File: src/rtl/umax_pkg.sv
// Shared types and default sizes for the stream max/min reducer.
// Optional build macro UMAX_REDUCER_MIN_EN selects minimum instead of maximum.
package umax_pkg;

  localparam int WIDTH_DEF = 32;
  localparam int IDX_W_DEF = 16;

  typedef enum logic [1:0] {
    IDLE  = 2'd0,
    ACCUM = 2'd1,
    HOLD  = 2'd2
  } red_state_e;

  typedef struct packed {
    logic [WIDTH_DEF-1:0] max;
    logic [IDX_W_DEF-1:0] idx;
    logic [IDX_W_DEF-1:0] count;
    logic                 ovf;
  } red_result_t;

endpackage

File: src/rtl/umax_cmp.sv
// Combinational MSB-first prefix comparator: gt_o says a_i wins over b_i.
// With UMAX_REDUCER_MIN_EN the operands are swapped so the smaller value wins.
module umax_cmp #(
  parameter int WIDTH = 32
) (
  input  logic [WIDTH-1:0] a_i,
  input  logic [WIDTH-1:0] b_i,
  output logic             gt_o,
  output logic [WIDTH-1:0] sel_val_o
);

  logic [WIDTH-1:0] x;
  logic [WIDTH-1:0] y;

`ifdef UMAX_REDUCER_MIN_EN
  assign x = b_i;
  assign y = a_i;
`else
  assign x = a_i;
  assign y = b_i;
`endif

  // The highest differing bit decides; equal operands never win.
  always_comb begin
    logic decided;
    gt_o    = 1'b0;
    decided = 1'b0;
    for (int i = WIDTH - 1; i >= 0; i--) begin
      if (!decided && (x[i] != y[i])) begin
        gt_o    = x[i];
        decided = 1'b1;
      end
    end
  end

  assign sel_val_o = gt_o ? a_i : b_i;

endmodule

File: src/rtl/stream_umax_reducer.sv
// Reduces each input frame to its max word, first index of the max and beat count.
// Build macro UMAX_REDUCER_MIN_EN (in umax_cmp) turns it into a minimum reducer.
module stream_umax_reducer
  import umax_pkg::*;
#(
  parameter int WIDTH = WIDTH_DEF,
  parameter int IDX_W = IDX_W_DEF
) (
  input  logic             clk,
  input  logic             rst_n,
  input  logic             in_valid,
  output logic             in_ready,
  input  logic [WIDTH-1:0] in_data,
  input  logic             in_last,
  output logic             out_valid,
  input  logic             out_ready,
  output logic [WIDTH-1:0] out_max,
  output logic [IDX_W-1:0] out_idx,
  output logic [IDX_W-1:0] out_count,
  output logic             out_ovf
);

  red_state_e       state_q, state_d;
  logic [WIDTH-1:0] acc_q, acc_d;
  logic [IDX_W-1:0] best_q, best_d;
  logic [IDX_W-1:0] cnt_q, cnt_d;
  logic [WIDTH-1:0] res_max_q, res_max_d;
  logic [IDX_W-1:0] res_idx_q, res_idx_d;
  logic [IDX_W-1:0] res_cnt_q, res_cnt_d;
  logic             res_ovf_q, res_ovf_d;

  logic             in_xfer;
  logic             out_xfer;
  logic [IDX_W-1:0] cnt_inc;
  logic             cmp_gt;
  logic [WIDTH-1:0] cmp_val;

  umax_cmp #(.WIDTH(WIDTH)) u_cmp (
    .a_i      (in_data),
    .b_i      (acc_q),
    .gt_o     (cmp_gt),
    .sel_val_o(cmp_val)
  );

  assign in_ready  = rst_n && (state_q != HOLD);
  assign out_valid = (state_q == HOLD);
  assign out_max   = res_max_q;
  assign out_idx   = res_idx_q;
  assign out_count = res_cnt_q;
  assign out_ovf   = res_ovf_q;

  assign in_xfer  = in_valid && in_ready;
  assign out_xfer = out_valid && out_ready;
  assign cnt_inc  = cnt_q + IDX_W'(1);

  always_comb begin
    state_d   = state_q;
    acc_d     = acc_q;
    best_d    = best_q;
    cnt_d     = cnt_q;
    res_ovf_d = res_ovf_q;
    case (state_q)
      IDLE: begin
        if (in_xfer) begin
          acc_d     = in_data;
          best_d    = '0;
          cnt_d     = '0;
          res_ovf_d = 1'b0;
          state_d   = in_last ? HOLD : ACCUM;
        end
      end
      ACCUM: begin
        if (in_xfer) begin
          cnt_d = cnt_inc;
          if (cmp_gt) begin
            acc_d  = cmp_val;
            best_d = cnt_inc;
          end
          // A full counter closes the frame; flag it only if the source did not.
          if (in_last || (cnt_inc == '1)) begin
            state_d   = HOLD;
            res_ovf_d = ~in_last;
          end
        end
      end
      HOLD: begin
        if (out_xfer) state_d = IDLE;
      end
      default: state_d = IDLE;
    endcase
  end

  always_comb begin
    res_max_d = res_max_q;
    res_idx_d = res_idx_q;
    res_cnt_d = res_cnt_q;
    if ((state_q != HOLD) && (state_d == HOLD)) begin
      res_max_d = acc_d;
      res_idx_d = best_d;
      res_cnt_d = cnt_d;
    end
  end

  always_ff @(posedge clk or negedge rst_n) begin
    if (!rst_n) begin
      state_q   <= IDLE;
      acc_q     <= '0;
      best_q    <= '0;
      cnt_q     <= '0;
      res_max_q <= '0;
      res_idx_q <= '0;
      res_cnt_q <= '0;
      res_ovf_q <= 1'b0;
    end else begin
      state_q   <= state_d;
      acc_q     <= acc_d;
      best_q    <= best_d;
      cnt_q     <= cnt_d;
      res_max_q <= res_max_d;
      res_idx_q <= res_idx_d;
      res_cnt_q <= res_cnt_d;
      res_ovf_q <= res_ovf_d;
    end
  end

endmodule

File: config.mk
export PLATFORM = sky130hd
export DESIGN_NAME = stream_umax_reducer
export DESIGN_NICKNAME = d
export VERILOG_FILES = /design/src/rtl/umax_pkg.sv /design/src/rtl/umax_cmp.sv /design/src/rtl/stream_umax_reducer.sv
export SDC_FILE = /design/constraint.sdc
export NUM_CORES = 1
export LEC_CHECK = 0
export ABC_AREA = 1
export CORE_MARGIN = 4
export CORE_UTILIZATION = 45
export CTS_CLUSTER_DIAMETER = 50
export DETAILED_ROUTE_END_ITERATION = 10
export PLACE_DENSITY = 0.73
export SKIP_CTS_REPAIR_TIMING = 1
export SYNTH_ARGS = -nofsm -noshare
export SYNTH_HDL_FRONTEND = slang
export SYNTH_HIERARCHICAL = 1
export SYNTH_SLANG_ARGS = --single-unit
File: constraint.sdc
create_clock -name clk -period 10.6 [get_ports clk]
set_input_delay 2.12 -clock clk [delete_from_list [all_inputs] [get_ports clk]]
set_output_delay 2.12 -clock clk [all_outputs]
set_load 0.1 [all_outputs]
Word level (Yosys, flattened, before mapping):

Index checks and enable logic that the tools add are counted.

* bitwise operators: 1
* reduce and logical (&&, ||, !) cells: 70
* equal/unequal tests: 40
* mux-type cells: 84
* add/sub/neg operators: 1

Operators by type and width (number)
* 2-to-1 mux 32 bit: 3
* 2-to-1 mux 16 bit: 5
* 2-to-1 mux 1 bit: 66
* one-hot mux 16 bit (2 select lines): 2
* one-hot mux 32 bit (2 select lines): 1
* logical AND 1 bit: 35
* inequality test 1 bit: 32
* zero test 1 bit: 31
* adder 16 x 1 -> 16 bit, second input constant: 1
* == test 16 bit, second input constant: 1
* 2-to-1 mux 2 bit: 5
* inequality test 2 bit, second input constant: 4
* one-hot mux 2 bit (3 select lines): 1
* == test 2 bit, second input constant: 2
* AND reduction 4 bit: 1
* == test 2 x 1 -> 1 bit, second input constant: 1
* zero test 2 bit: 1
* one-hot mux 1 bit (2 select lines): 1
* nonzero test 2 bit: 1
* logical OR 1 bit: 1
* inverter 1 bit: 1

* bits in registers: 131
* logic and storage cells: 204

Depth between registers and ports, before layout:

Gate-level depths: netlist (run 1).

* depth in word-level cells: 98
* gate-level depth with buffers: 46
* mapped depth without buffers: 44

Cells and area by module:

Netlist (run 1), hierarchy kept.

By module, submodules not included
* stream_umax_reducer: cells each 730, area each 6174.7 um2, times used 1
* umax_cmp: cells each 342, area each 1716.6 um2, times used 1

Worst setup path before layout (run 1):

No wires, ideal clock.

* kind: in2reg
* start point: input port in_data[31]
* end point: register res_max_q[25] (netlist: out_max[25])
* path buffers: 3
* arrival: 5.713 ns
* path slack: 4.765 ns
* data required time: 10.478 ns
* cell stages on the path: 33
* cells stage by stage: ha_1 > nand2_1 > inv_1 > nand4_1 > nor2_1 > nand3_1 > nor4_4 > nand2_2 > nor4_4 > nand2_2 > nor4_4 > nand3_1 > nor3b_2 > nand3_1 > inv_1 > nand2_1 > nor2_2 > nand3_1 > nor2_1 > a41oi_1 > nand2_1 > nand2_4 > nand2_4 > buf_6 > nand2_2 > nand2_1 > inv_1 > buf_2 > buf_4 > nand2_1 > nand3_1 > nand3_1 > nand2_1

* cells in the longest elaborated chain, start to end: 98
* elaborated cells on any way between the ends: 129
* classes of those cells: eq/ne: 1; mux: 66; reduce/logical: 62

RTL lines
* start, declared: RTL line stream_umax_reducer.sv:13 `input logic [WIDTH-1:0] in_data,`
* inequality test 1 bit: RTL line umax_cmp.sv:29 `if (!decided && (x[i] != y[i])) begin`
* 2-to-1 mux 1 bit: RTL line umax_cmp.sv:29
* zero test 1 bit: RTL line umax_cmp.sv:29
* logical AND 1 bit: RTL line umax_cmp.sv:29
* 2-to-1 mux 1 bit: RTL line umax_cmp.sv:29
* zero test 1 bit: RTL line umax_cmp.sv:29
* logical AND 1 bit: RTL line umax_cmp.sv:29
* 2-to-1 mux 1 bit: RTL line umax_cmp.sv:29
* [84 not listed]
* zero test 1 bit: RTL line umax_cmp.sv:29
* logical AND 1 bit: RTL line umax_cmp.sv:29
* 2-to-1 mux 1 bit (*): RTL line umax_cmp.sv:29
* net cmp_gt: RTL line stream_umax_reducer.sv:35 `logic cmp_gt;`
* 2-to-1 mux 32 bit (*): RTL line stream_umax_reducer.sv:75 `if (cmp_gt) begin`
* 2-to-1 mux 32 bit (*): RTL line stream_umax_reducer.sv:73 `if (in_xfer) begin`
* one-hot mux 32 bit (2 select lines) (*): RTL line stream_umax_reducer.sv:62 `case (state_q)`
* net acc_d[25]: RTL line stream_umax_reducer.sv:24 `logic [WIDTH-1:0] acc_q, acc_d;`
* end signal, assigned: RTL line stream_umax_reducer.sv:119 `res_max_q <= res_max_d;`
* end, declared: RTL line stream_umax_reducer.sv:27 `logic [WIDTH-1:0] res_max_q, res_max_d;`

The timed path passes the listed nets; every way through them passes the cells marked *.
A chain may end at the register's enable or synchronous reset.

Final worst setup path (run 1):

* start point: input port in_data[31]
* end point: register res_idx_q[10] (netlist: out_idx[10])

* cells in the longest elaborated chain, start to end: 98
* elaborated cells on any way between the ends: 129
* classes of those cells: eq/ne: 1; mux: 66; reduce/logical: 62

RTL lines
* inequality test 1 bit: RTL line umax_cmp.sv:29
* 2-to-1 mux 1 bit: RTL line umax_cmp.sv:29
* zero test 1 bit: RTL line umax_cmp.sv:29
* logical AND 1 bit: RTL line umax_cmp.sv:29
* 2-to-1 mux 1 bit: RTL line umax_cmp.sv:29
* zero test 1 bit: RTL line umax_cmp.sv:29
* logical AND 1 bit: RTL line umax_cmp.sv:29
* 2-to-1 mux 1 bit: RTL line umax_cmp.sv:29
* [84 not listed]
* zero test 1 bit: RTL line umax_cmp.sv:29
* logical AND 1 bit: RTL line umax_cmp.sv:29
* 2-to-1 mux 1 bit (*): RTL line umax_cmp.sv:29
* net cmp_gt: RTL line stream_umax_reducer.sv:35
* 2-to-1 mux 16 bit (*): RTL line stream_umax_reducer.sv:75
* 2-to-1 mux 16 bit (*): RTL line stream_umax_reducer.sv:73
* one-hot mux 16 bit (2 select lines) (*): RTL line stream_umax_reducer.sv:62
* net best_d[10]: RTL line stream_umax_reducer.sv:25 `logic [IDX_W-1:0] best_q, best_d;`
* end signal, assigned: RTL line stream_umax_reducer.sv:120 `res_idx_q <= res_idx_d;`
* end, declared: RTL line stream_umax_reducer.sv:28 `logic [IDX_W-1:0] res_idx_q, res_idx_d;`

Marked as above.

==> flow_summary.json, run 1 <==
{
  "status": "finished, final reports clean",
  "p_clk_share_pct": 18.8,
  "drive_above_1_share_pct": 7.16,
  "ios": 104,
  "report.power.total_uw": 3250,
  "cts_max_path_buffers": 2,
  "p_int_uw": 1470,
  "cts_inserted_buffers": 17,
  "cts_max_level": 4,
  "crit_fanout": 34,
  "synth-edff-count": 0,
  "ant_nets": 0,
  "cpMostUsedCell": "nand2_1",
  "seqPwrFrac_pct": 25.1,
  "avgSynthCellArea_um2": 7.36,
  "finalSetupViolCount": 0,
  "fin_setup_tns_ns": 0,
  "port-buffer-count": 103,
  "grt_usage_pct": 23.7,
  "die_x_um": 140,
  "fp.coreArea_um2": 17200,
  "max_slew_margin_pct": 26.9,
  "antenna_found_initial": 0,
  "drt_iter0_drc": 554,
  "area_growth_pct": 20.7,
  "ys_types": 50,
  "wl_per_cell_um": 16.4,
  "clock_tree.root_cell": "clkbuf_16",
  "totalWireLength_mm": 22.8,
  "cp-endpoint": "out_idx[10]",
  "final_nets": 1188,
  "worstSetupStartpointType": "input port",
  "gp_congestion": 0.945,
  "cts_tree": "built",
  "holdWs_ns": 0.468,
  "ys_seq_area_share_pct": 41.5,
  "slew_violations": 0,
  "worstReg2RegEnd": "out_idx[10]",
  "hold_viol_final": 0,
  "grt_pass1_wl_mm": 37.7,
  "switching_share_pct": 54.9,
  "max_freq_mhz": 126,
  "r2r_cells": 34,
  "ys_ff_latch": 131,
  "cp.depth": 34,
  "finalClockSkew_ns": 0.00928,
  "p_switching_uw": 1790,
  "path_delay_family": "simple AND/OR/NAND/NOR gates",
  "clk_latency_ns": 0.43,
  "dr.pass1.iters": 8,
  "row_count": 48,
  "dieHeight_um": 140,
  "hold_class": "flop to flop",
  "r2r_setup_slack_ns": 4.34,
  "r2r-start": "acc_q[31]",
  "drc": 0,
  "synth.net_count": 1113,
  "clkSlewWorstSetupHoldPaths_ns": 0.06,
  "vias_per_cell": 5.47,
  "async_flop_share_pct": 100,
  "dieArea_um2": 19700,
  "drv_cap": 0,
  "post-route-period-util_pct": 75.0,
  "slowest_delay_ns": 0.82,
  "grt_pass1_vias": 7410,
  "grt-ovfl-total": 0,
  "crit_path_start": "in_data[31]",
  "rsz0062_at_grt": "false",
  "p_leak_uw": 0.00449,
  "antenna_cells": 0,
  "syn-cell-area_um2": 7890,
  "cp_slowest_cell": "inv_1",
  "path_class": "input port to flop",
  "fin_crit_ns": 7.95,
  "yosys_warnings": 6,
  "initial_utilization_pct": 45.8,
  "cp.required_ns": 10.97,
  "post-place-ws_ns": 2.30,
  "dp_hpwl_mm": 14.6,
  "crit_buf_inv": 5,
  "ir_drop_mv": 0.251,
  "worst_slew_pin_slew_ns": 1.09,
  "syn_inst": 1072,
  "p_per_area_nw_per_um2": 342,
  "num_vias": 7570,
  "pwr-share-comb_pct": 56.1,
  "clock_sinks": 131,
  "setup_slack_ns": 2.65,
  "end_kind": "flop",
  "ys.flop_type": "dfrtp_1",
  "critPathArrivalTime_ns": 8.31,
  "grt_max_degree": 72
}
## cell families (layout without fill, tap and decap cells)
logic type / after synthesis / count (layout) / synth area share (%)
fa+ha+maj: 4 / 4 / 0.634
simple gates: 656 / 656 / 37.5
xor+xnor: 27 / 27 / 3.00
flops: 131 / 131 / 41.5
buf+inv: 144 / 232 / 8.36
compound gates: 110 / 110 / 8.93
## power by group through the flow
stage,Clock (uW),Sequential [uW],Combinational [uW]
6_report,610,818,1820
5_1_grt,646,843,1960
4_1_cts,620,816,1820
3_5_place_dp,0,821,1820
3_3_place_gp,0,821,1800
2_1_floorplan,0,1450,780
## tightest hold or removal path, delay by kind of cell, from the launching register on
| kind | cells | cell delay, ns |
|---|---|---|
| DFF | 1 | 0.34 |
| and+or+nand+nor | 2 | 0.09 |
## cells in the mapped netlist (all sizes together), types with 5 or more instances
cell type  count  share of area (%)
a21oi          9               0.57
xor2           5               0.55
nand2        394                 19
o22ai          8               0.63
dfrtp        131                 42
o21ai         42                2.7
nand3        173                 11
clkbuf        14               0.67
nand3b         5               0.48
o211ai        11                1.0
a22oi         25                2.4
nor2          51                3.3
buf           34                3.1
nand4         16                1.3
or2            5               0.40
inv           95                4.6
nor3           6               0.44
xnor2         22                2.4
## stage by stage
stage / std cells / instance area, um2 / utilization [%]
finish: 1385 / 9520 / 55.3
floorplan: 1072 / 7890 / -
CTS: 1385 / 9520 / 55.3
global placement: 1353 / 8920 / 51.7
detailed placement: 1353 / 8920 / 51.7
global route: 1385 / 9520 / 55.3
## registers in the layout, indices dropped and copies added, names as in the netlist
| name | cells |
|---|---|
| cnt_q | 16 |
| acc_q | 32 |
| state_q | 2 |
| best_q | 16 |
| out_idx | 16 |
| out_max | 32 |
| out_count | 16 |
| out_ovf | 1 |
## how the worst min path moves through the flow
stage	startpoint	endpoint	cells after the start
CTS	out_max[17]	out_max[17]	2
global placement	out_max[13]	out_max[13]	2
finish	out_max[15]	out_max[15]	2
detailed placement	out_max[17]	out_max[17]	2
floorplan	best_q[11]	best_q[11]	2
global route	out_max[19]	out_max[19]	2
## layout by cell type, fill, tap and decap left out, types with 17 or more instances in the layout
cell / instances
a22oi_1: 25
clkbuf_16: 17
clkdlybuf4s50_1: 102
dfrtp_1: 131
inv_1: 84
nand2_1: 383
nand3_1: 171
nor2_1: 33
o21ai_0: 38
xnor2_1: 22
## per-layer routing
layer  track usage [%]  wire, um
met1              31.3     10200
met2              39.0     10800
met3              5.22      1290
met4              7.24       512
met5                 0         0
## final cells by class
cell class	instances	area (um2)
Clock buffer	19	433
Clock inverter	13	173
Fill cell	1641	7710
Inverter	96	365
Multi-Input combinational cell	797	3950
Sequential cell	131	3280
Tap cell	225	282
Timing Repair Buffer	104	1040
No activity file was read; power rests on OpenSTA's default activity.
==> run 2: changes to the inputs <==
- PLACE_DENSITY: 0.73 -> 0.76
- clock period: 10.6 -> 7.2 ns (I/O delays scaled with it)
==> run 2 against run 1 <==
Net effect:
- cell count up 0.36%
- setup slack worse by 1.7 ns
- register-to-register slack worse by 2.4 ns
- largest power group unchanged
- sequential power up 47%
- global-route usage down 0.72 points
- flip-flop and latch count unchanged
- critical endpoint is now out_max[26]
- worst hold slack worse by 0.0014 ns
- largest cell class unchanged
==> flow_summary.json, run 2 (synthesis results as in run 1) <==
{
  "worstReg2RegEnd": "out_max[26]",
  "antenna_found_initial": 0,
  "finalClockSkew_ns": 0.00913,
  "cts_inserted_buffers": 17,
  "end_kind": "flop",
  "dr.pass1.iters": 7,
  "cp-endpoint": "out_max[26]",
  "crit_path_start": "in_data[31]",
  "clock_tree.root_cell": "clkbuf_16",
  "cp_slowest_cell": "clkdlybuf4s50_1",
  "cts_tree": "built",
  "fin_setup_tns_ns": 0,
  "path_class": "input port to flop",
  "grt_pass1_wl_mm": 36.6,
  "grt_max_degree": 72,
  "p_per_area_nw_per_um2": 497,
  "final_cell_mix": "383 x nand2_1, 171 x nand3_1, 131 x dfrtp_1",
  "vias_per_cell": 5.48,
  "port-buffer-count": 103,
  "pwr-share-comb_pct": 57.1,
  "drc": 0,
  "cp.required_ns": 7.51,
  "hold_depth": 2,
  "num_vias": 7616,
  "grt_pass1_vias": 7316,
  "hold_class": "flop to flop",
  "clk_latency_ns": 0.43,
  "dieHeight_um": 140,
  "gp_congestion": 0.953,
  "max_freq_mhz": 159,
  "grt_usage_pct": 22.9,
  "cts_max_level": 4,
  "status": "finished, final reports clean",
  "grt-ovfl-total": 0,
  "clkSlewWorstSetupHoldPaths_ns": 0.06,
  "die_x_um": 140,
  "max_slew_margin_pct": 29.9,
  "rsz0062_at_grt": "false",
  "finalSetupViolCount": 0,
  "drive_above_1_share_pct": 7.73,
  "dp_hpwl_mm": 14.7,
  "finalInstanceArea_um2": 9530,
  "area_growth_pct": 20.7,
  "holdWs_ns": 0.466,
  "wl_per_cell_um": 16.2,
  "row_count": 48,
  "p_switching_uw": 2620,
  "r2r_setup_slack_ns": 1.90,
  "p_clk_share_pct": 17.6,
  "r2r_cells": 35,
  "antenna_cells": 0,
  "slew_violations": 0,
  "worstSetupStartpointType": "input port",
  "cts_max_path_buffers": 2,
  "initial_utilization_pct": 45.8,
  "totalWireLength_mm": 22.5,
  "dpl_cell_area_um2": 8970,
  "worst_slew_pin_slew_ns": 1.05,
  "fin_crit_ns": 6.29,
  "crit_fanout": 33,
  "layout_commonest_cell": "nand2_1",
  "critPathArrivalTime_ns": 6.61,
  "hold_viol_final": 0,
  "fp.coreArea_um2": 17200,
  "final_nets": 1195,
  "ant_nets": 0,
  "ios": 104,
  "p_leak_uw": 0.00450,
  "drv_cap": 0,
  "cpMostUsedCell": "nand2_1",
  "clock_sinks": 131,
  "r2r-start": "acc_q[31]",
  "p_int_uw": 2110,
  "seqPwrFrac_pct": 25.4,
  "slowest_delay_ns": 0.44,
  "switching_share_pct": 55.3,
  "post-route-period-util_pct": 87.4,
  "ir_drop_mv": 0.379,
  "drt_iter0_drc": 611,
  "dieArea_um2": 19700
}
==> run 2: final cells by class <==
class	instances	area, um2
clock buffers	19	453
clock inverters	11	105
fillers	1655	7710
inverters	96	365
multi-input cells	797	3950
flip-flops and latches	131	3280
well taps	225	282
repair buffers	111	1090
==> run 2: layer usage <==
layer | global-route usage (%) | share of wire [%] | routed length [um] | vias up
li1 | - | - | - | 3705
met1 | 29.6 | 43 | 9730 | 3595
met2 | 37.7 | 47 | 10600 | 274
met3 | 5.09 | 6.6 | 1480 | 42
met4 | 8.92 | 3.0 | 668 | 0
met5 | 0 | 0 | 0 | -
==> run 2: worst min path at each step <==
stage / from / to / slack [ns]
after floorplan: best_q[11] / best_q[11] / 0.46
final: out_max[12] / out_max[12] / 0.47
after detailed placement: out_max[20] / out_max[20] / 0.46
after CTS: out_max[20] / out_max[20] / 0.47
after global placement: out_max[20] / out_max[20] / 0.45
after global routing: out_max[2] / out_max[2] / 0.49
==> run 2: stage by stage <==
stage	power, uW	cells	worst slack (ns)	utilization, %
final	4730	1390	0.905	55.3
after global placement	3860	1360	0.661	52.0
after global routing	4990	1390	0.239	55.3
after CTS	4740	1390	0.987	55.3
after detailed placement	3890	1360	0.548	52.0
after floorplan	3290	1072	2.05	-
==> run 2: worst max-delay path: cells and delay by family <==
family                   cells  cell delay, ns
adder cells (fa/ha/maj)      1            0.34
AO/OA/AOI/OAI                2            0.34
AND/OR/NAND/NOR             26            3.45
buffers and inverters        6            1.05
==> run 2: power by group through the flow <==
| stage | clock, uW | sequential, uW | combinational (uW) |
|---|---|---|---|
| 6_report | 832 | 1200 | 2700 |
| 5_1_grt | 870 | 1240 | 2880 |
| 4_1_cts | 840 | 1200 | 2700 |
| 3_5_place_dp | 0 | 1210 | 2680 |
| 3_3_place_gp | 0 | 1200 | 2650 |
| 2_1_floorplan | 0 | 2140 | 1150 |
